$ cat src/rtl/btn_debounce.sv
// btn_debounce: push-button conditioner.
// Synchronises the raw button, debounces it with a stable-time counter and
// produces a debounced level, one-cycle press/release strobes and an enable
// level that toggles on every accepted press.
// Optional feature macro: BTN_AUTOREPEAT_EN (periodic press pulses while held).
// Note: "release" is a reserved word, so that port is named release_pulse.
module btn_debounce #(
  parameter int unsigned SYNC_STAGES   = 2,
  parameter int unsigned CNT_W         = 20,
  parameter int unsigned DEB_CYCLES    = 500000,
  parameter int unsigned REPEAT_CYCLES = 5000000
) (
  input  logic clk,
  input  logic rst,
  input  logic btn,
  output logic level,
  output logic press,
  output logic release_pulse,
  output logic en
);

  typedef enum logic [1:0] {IDLE_LO, CHK_HI, IDLE_HI, CHK_LO} state_t;

  localparam logic [CNT_W-1:0] CNT_LAST = CNT_W'(DEB_CYCLES - 1);

  // Parameter sanity checks at elaboration
  generate
    if (SYNC_STAGES < 2) begin : g_bad_sync
      $error("btn_debounce: SYNC_STAGES must be >= 2");
    end
    if (DEB_CYCLES < 1 || (64'(DEB_CYCLES) - 64'd1) >= (64'd1 << CNT_W)) begin : g_bad_cnt
      $error("btn_debounce: CNT_W cannot hold DEB_CYCLES-1");
    end
    if (REPEAT_CYCLES < 1) begin : g_bad_rep
      $error("btn_debounce: REPEAT_CYCLES must be >= 1");
    end
  endgenerate

  state_t                 state, state_d;
  logic [CNT_W-1:0]       cnt, cnt_d;
  logic                   level_d, press_d, release_d, en_d;
  logic [SYNC_STAGES-1:0] sync_q;
  logic                   sync;

`ifdef BTN_AUTOREPEAT_EN
  localparam int unsigned REP_W = (REPEAT_CYCLES > 1) ? $clog2(REPEAT_CYCLES) : 1;
  localparam logic [REP_W-1:0] REP_LAST = REP_W'(REPEAT_CYCLES - 1);
  logic [REP_W-1:0] rep_cnt, rep_cnt_d;
`endif

  assign sync = sync_q[SYNC_STAGES-1];

  // Synchroniser shift register on the asynchronous button input
  always_ff @(posedge clk) begin
    if (!rst) begin
      sync_q <= '0;
    end else begin
      sync_q <= {sync_q[SYNC_STAGES-2:0], btn};
    end
  end

  // State register plus registered outputs and counters
  always_ff @(posedge clk) begin
    if (!rst) begin
      state         <= IDLE_LO;
      cnt           <= '0;
      level         <= 1'b0;
      press         <= 1'b0;
      release_pulse <= 1'b0;
      en            <= 1'b0;
`ifdef BTN_AUTOREPEAT_EN
      rep_cnt       <= '0;
`endif
    end else begin
      state         <= state_d;
      cnt           <= cnt_d;
      level         <= level_d;
      press         <= press_d;
      release_pulse <= release_d;
      en            <= en_d;
`ifdef BTN_AUTOREPEAT_EN
      rep_cnt       <= rep_cnt_d;
`endif
    end
  end

  // Next-state logic
  always_comb begin
    state_d = state;
    case (state)
      IDLE_LO: if (sync) state_d = CHK_HI;
      CHK_HI: begin
        if (!sync)                 state_d = IDLE_LO;
        else if (cnt == CNT_LAST)  state_d = IDLE_HI;
      end
      IDLE_HI: if (!sync) state_d = CHK_LO;
      CHK_LO: begin
        if (sync)                  state_d = IDLE_HI;
        else if (cnt == CNT_LAST)  state_d = IDLE_LO;
      end
      default: state_d = IDLE_LO;
    endcase
  end

  // Next values for the counters and registered outputs
  always_comb begin
    cnt_d     = cnt;
    level_d   = level;
    press_d   = 1'b0;
    release_d = 1'b0;
    en_d      = en;
`ifdef BTN_AUTOREPEAT_EN
    rep_cnt_d = '0;
`endif
    case (state)
      IDLE_LO: if (sync) cnt_d = '0;
      CHK_HI: begin
        if (!sync) begin
          cnt_d = '0;
        end else if (cnt == CNT_LAST) begin
          level_d = 1'b1;
          press_d = 1'b1;
          en_d    = ~en;
        end else begin
          cnt_d = cnt + CNT_W'(1);
        end
      end
      IDLE_HI: begin
        if (!sync) begin
          cnt_d = '0;
        end
`ifdef BTN_AUTOREPEAT_EN
        // Leaving IDLE_HI takes priority over a coincident repeat pulse
        else if (rep_cnt == REP_LAST) begin
          press_d = 1'b1;
        end else begin
          rep_cnt_d = rep_cnt + REP_W'(1);
        end
`endif
      end
      CHK_LO: begin
        if (sync) begin
          cnt_d = '0;
        end else if (cnt == CNT_LAST) begin
          level_d   = 1'b0;
          release_d = 1'b1;
        end else begin
          cnt_d = cnt + CNT_W'(1);
        end
      end
      default: cnt_d = '0;
    endcase
  end

endmodule

$ cat config.mk
export PLATFORM = sky130hd
export DESIGN_NAME = btn_debounce
export DESIGN_NICKNAME = d
export VERILOG_FILES = /design/src/rtl/btn_debounce.sv
export SDC_FILE = /design/constraint.sdc
export NUM_CORES = 1
export LEC_CHECK = 0
export ABC_CLOCK_PERIOD_IN_PS = 6600
export BUFFER_PORTS_ARGS = -buffer_cell sky130_fd_sc_hd__buf_4
export CORE_ASPECT_RATIO = 2
export CORE_MARGIN = 1
export CORE_UTILIZATION = 45
export CTS_CLUSTER_DIAMETER = 100
export DETAILED_ROUTE_END_ITERATION = 10
export GPL_TIMING_DRIVEN = 0
export PLACE_DENSITY = 0.73
export SLEW_MARGIN = 5
export SYNTH_ARGS = -nofsm -noshare
export SYNTH_HDL_FRONTEND = slang
export SYNTH_SLANG_ARGS = --single-unit
$ cat constraint.sdc
create_clock -name clk -period 6.6 [get_ports clk]
set_clock_uncertainty 0.2 [all_clocks]
set_input_delay 0.99 -clock clk [delete_from_list [all_inputs] [get_ports clk]]
set_output_delay 0.99 -clock clk [all_outputs]
set_load 0.05 [all_outputs]
==> summary.md <==
| Metric | Value |
|---|---|
| Worst R2R Path Depth | `7` |
| Path type of the worst setup path | `reg2reg` |
| Placement Setup Slack | `4.09 ns` |
| Pwr dens | `190 nW/um^2` |
| Vias per inst | `6.76` |
| Hold Buf Count CTS | `0` |
| Ys async rst share | `0%` |
| Internal | `0.256 mW` |
| Worst slew pin tran | `0.973 ns` |
| CP startpoint | `cnt[0]` |
| Placer Congestion | `0.877` |
| CTS sink count | `28` |
| Total track usage | `23.8%` |
| FF-to-FF Start | `cnt[0]` |
| Seq pwr share | `52.3%` |
| VDD IR-drop max | `0.200 mV` |
| Gate power share | `4.6%` |
| Layout filler cell count | `304` |
| Post-layout minimum cycle time | `2.59 ns` |
| CP Capture Type | `flip-flop` |
| Starting density of the core | `48.1%` |
| Sw frac | `21.4%` |
| Layout area overhead | `9.98%` |
| Max cap viols | `0` |
| Register bit count reported by yosys | `28` |
| Synthesized instance count | `185` |
| Layout Nets | `200` |
| Switching pwr | `0.0697 mW` |
| Total grt overflow | `0` |
| Initial DRC count | `53` |
| Pre-antenna DRT Iters | `4` |
| Power consumption | `0.325 mW` |
| Mapped Nets | `189` |
| Initial antenna violation count | `0` |
| Worst Setup Start Kind | `flip-flop` |
| Core Rows | `29` |
| Clk pwr share | `43.1%` |
| Worst-skew pair later-pin latency | `0.29 ns` |
| Via count | `1527` |
| Post-Syn Area per Cell | `8.40 sq um` |
| TritonCTS clock tree | `done` |
| Final period util | `39.3%` |
| Num ports | `7` |
| Final setup fails | `0` |
| DP HPWL | `3.05 mm` |
| Fin Setup TNS | `0 ns` |
| Leak | `0.555 nW` |
| Overall die width | `43.6 microns` |
| Setup ws final | `4.01 ns` |
| Reg clk slew, reported paths | `0.10 ns` |
| Die area | `3710 sq um` |
| Status | `finished clean` |
| Critical path required time | `6.61 ns` |
| Worst reg-to-reg setup slack | `4.01 ns` |
| Achievable Freq | `386 MHz` |
| Final hold violation count | `0` |
| Worst reg2reg path endpoint | `press` |
| DRT antenna net count | `0` |
| Yosys warning count | `0` |
| RSZ-0062 raised after global routing | `no` |
| Vias in the first global route | `1479` |
| Core ar. | `3230 sq um` |
| Post-synth EDFFs | `0` |
| Final core utilization | `52.9%` |
| # Post-CTS Setup Buffers | `0` |
| Layout cell share with drive strength beyond 1 | `10.8%` |
| DRC Markers | `0` |
| DP Area | `1640 sq um` |
| Yosys cell types | `51` |
| Avg WL per Cell | `18.3 microns` |
| Critical Path Fanout Max | `10` |
| Slew Viols, Final | `0` |
| Relative slew margins | `34.5%` |
| Crit path DAT | `2.60 ns` |
| DIE HEIGHT | `85.1 microns` |
| CTS max path bufs | `2` |
| First-pass GRT wire length | `6.80 mm` |
| Sequential fraction of the synthesis area | `36.1%` |
| Cts repair resizes | `0` |
| CTS buffer count | `3` |
| Final instance area | `1710 sq um` |
| Most used DFF post-synth | `dfxtp_1` |
| CP Capture Point | `press` |
| PortBufs | `6` |
| CTS H-tree lvls | `1` |
| Post-Syn Area | `1550 sq um` |
| Worst Hold Class | `reg2reg` |
| Largest net degree at the start of global routing | `17` |
| Clk root buf | `clkbuf_8` |
| Diode count | `0` |
| Routed wire length | `4.14 mm` |
## cell usage in the layout, fill, tap and decap left out, types with 2 or more instances in the layout
cell / count
dfxtp_1: 28
nand2_1: 14
nand4_1: 14
nor2_1: 11
nor4_1: 9
nand3_1: 8
inv_1: 7
buf_4: 7
clkbuf_1: 7
xnor2_1: 6
a21oi_1: 6
o21ai_0: 6
nor3_1: 5
o211ai_1: 4
and3_1: 4
or4_1: 4
a211oi_1: 3
nand4b_1: 3
and2_1: 3
a31oi_1: 3
clkbuf_8: 3
buf_2: 2
nor4b_1: 2
and4_1: 2
or2_1: 2
mux2i_1: 2
nand2b_1: 2
a2111o_1: 2
a41oi_1: 2
## logic make-up (layout without fill, tap and decap cells)
logic type / Yosys count / count (layout) / synth area share (%)
multiplexers: 2 / 2 / 1.29
adder cells (fa/ha/maj): 1 / 1 / 0.805
AND/OR/NAND/NOR: 90 / 90 / 33.7
AO/OA/AOI/OAI: 37 / 37 / 17.3
XOR/XNOR: 8 / 8 / 5.47
buffers and inverters: 19 / 29 / 5.31
flip-flops: 28 / 28 / 36.1
## power groups by stage
stage,registers [mW],logic (mW),clock network (mW)
4_1_cts,0.170,0.0148,0.140
3_5_place_dp,0.174,0.0148,0
2_1_floorplan,0.174,0.00994,0
5_1_grt,0.170,0.0163,0.147
6_report,0.170,0.0151,0.140
3_3_place_gp,0.174,0.0145,0
## flip-flops by register name, summed over array words and instances (netlist names), named ones only
register       cells
state              1
en                 1
cnt               20
press              1
level              1
sync_q             2
release_pulse      1
## cells in the mapped netlist (all sizes together), types with 2 or more instances
master	count	area, sq um
a211oi	3	22.5
and2	3	18.8
nand4	15	100
o21ai	6	30.0
nand4b	3	26.3
buf	3	17.5
nor2	11	41.3
mux2i	2	20.0
nand2b	2	12.5
nand3	8	40.0
nor3	5	25.0
and3	4	25.0
dfxtp	28	561
nor4b	2	17.5
a2111o	2	22.5
or4	5	41.3
nand2	14	52.6
nor4	9	56.3
a41oi	2	17.5
a31oi	3	18.8
inv	7	26.3
or2	3	18.8
clkbuf	9	38.8
o211ai	4	30.0
and4	3	27.5
or3	2	13.8
a21oi	6	30.0
xnor2	6	52.6
## final cells by class
| cell class | instances | area (sq um) | area share (%) |
|---|---|---|---|
| multi-input combinational | 138 | 911 | 53.3 |
| clock buffer | 3 | 41.3 | 2.42 |
| inverter | 7 | 26.3 | 1.54 |
| timing repair buffer | 6 | 45.0 | 2.64 |
| clock inverter | 1 | 30.0 | 1.76 |
| tap | 31 | 38.8 | 2.27 |
| sequential | 28 | 561 | 32.8 |
| buffer | 12 | 56.3 | 3.29 |
## stage by stage
stage,hold slack (ns),std cells
final,0.266,226
after global placement,0.223,222
after global routing,0.283,226
after floorplan,0.212,185
after CTS,0.268,226
after detailed placement,0.241,222
## layer usage
layer | vias up | global-route usage (%) | routed length (microns)
met1 | 732 | 26.4 | 1610
met2 | 52 | 42.7 | 2340
met3 | 10 | 1.91 | 104
li1 | 733 | - | -
met4 | 0 | 11.9 | 89
met5 | - | 0 | 0
## worst min path at each step
stage                     end  cells past startpoint      start
CTS                 sync_q[1]                      1  sync_q[0]
global route        sync_q[1]                      1  sync_q[0]
finish              sync_q[1]                      1  sync_q[0]
detailed placement  sync_q[1]                      1  sync_q[0]
floorplan           sync_q[1]                      1  sync_q[0]
global placement    sync_q[1]                      1  sync_q[0]
## critical path: stages (launching register included)
cell      delay (ns)
dfxtp_1         0.49
ha_1            0.30
and4_2          0.29
and4_1          0.26
buf_2           0.24
clkbuf_1        0.39
nand4_1         0.17
nor3_1          0.18
No activity file was read; power rests on OpenSTA's default activity.
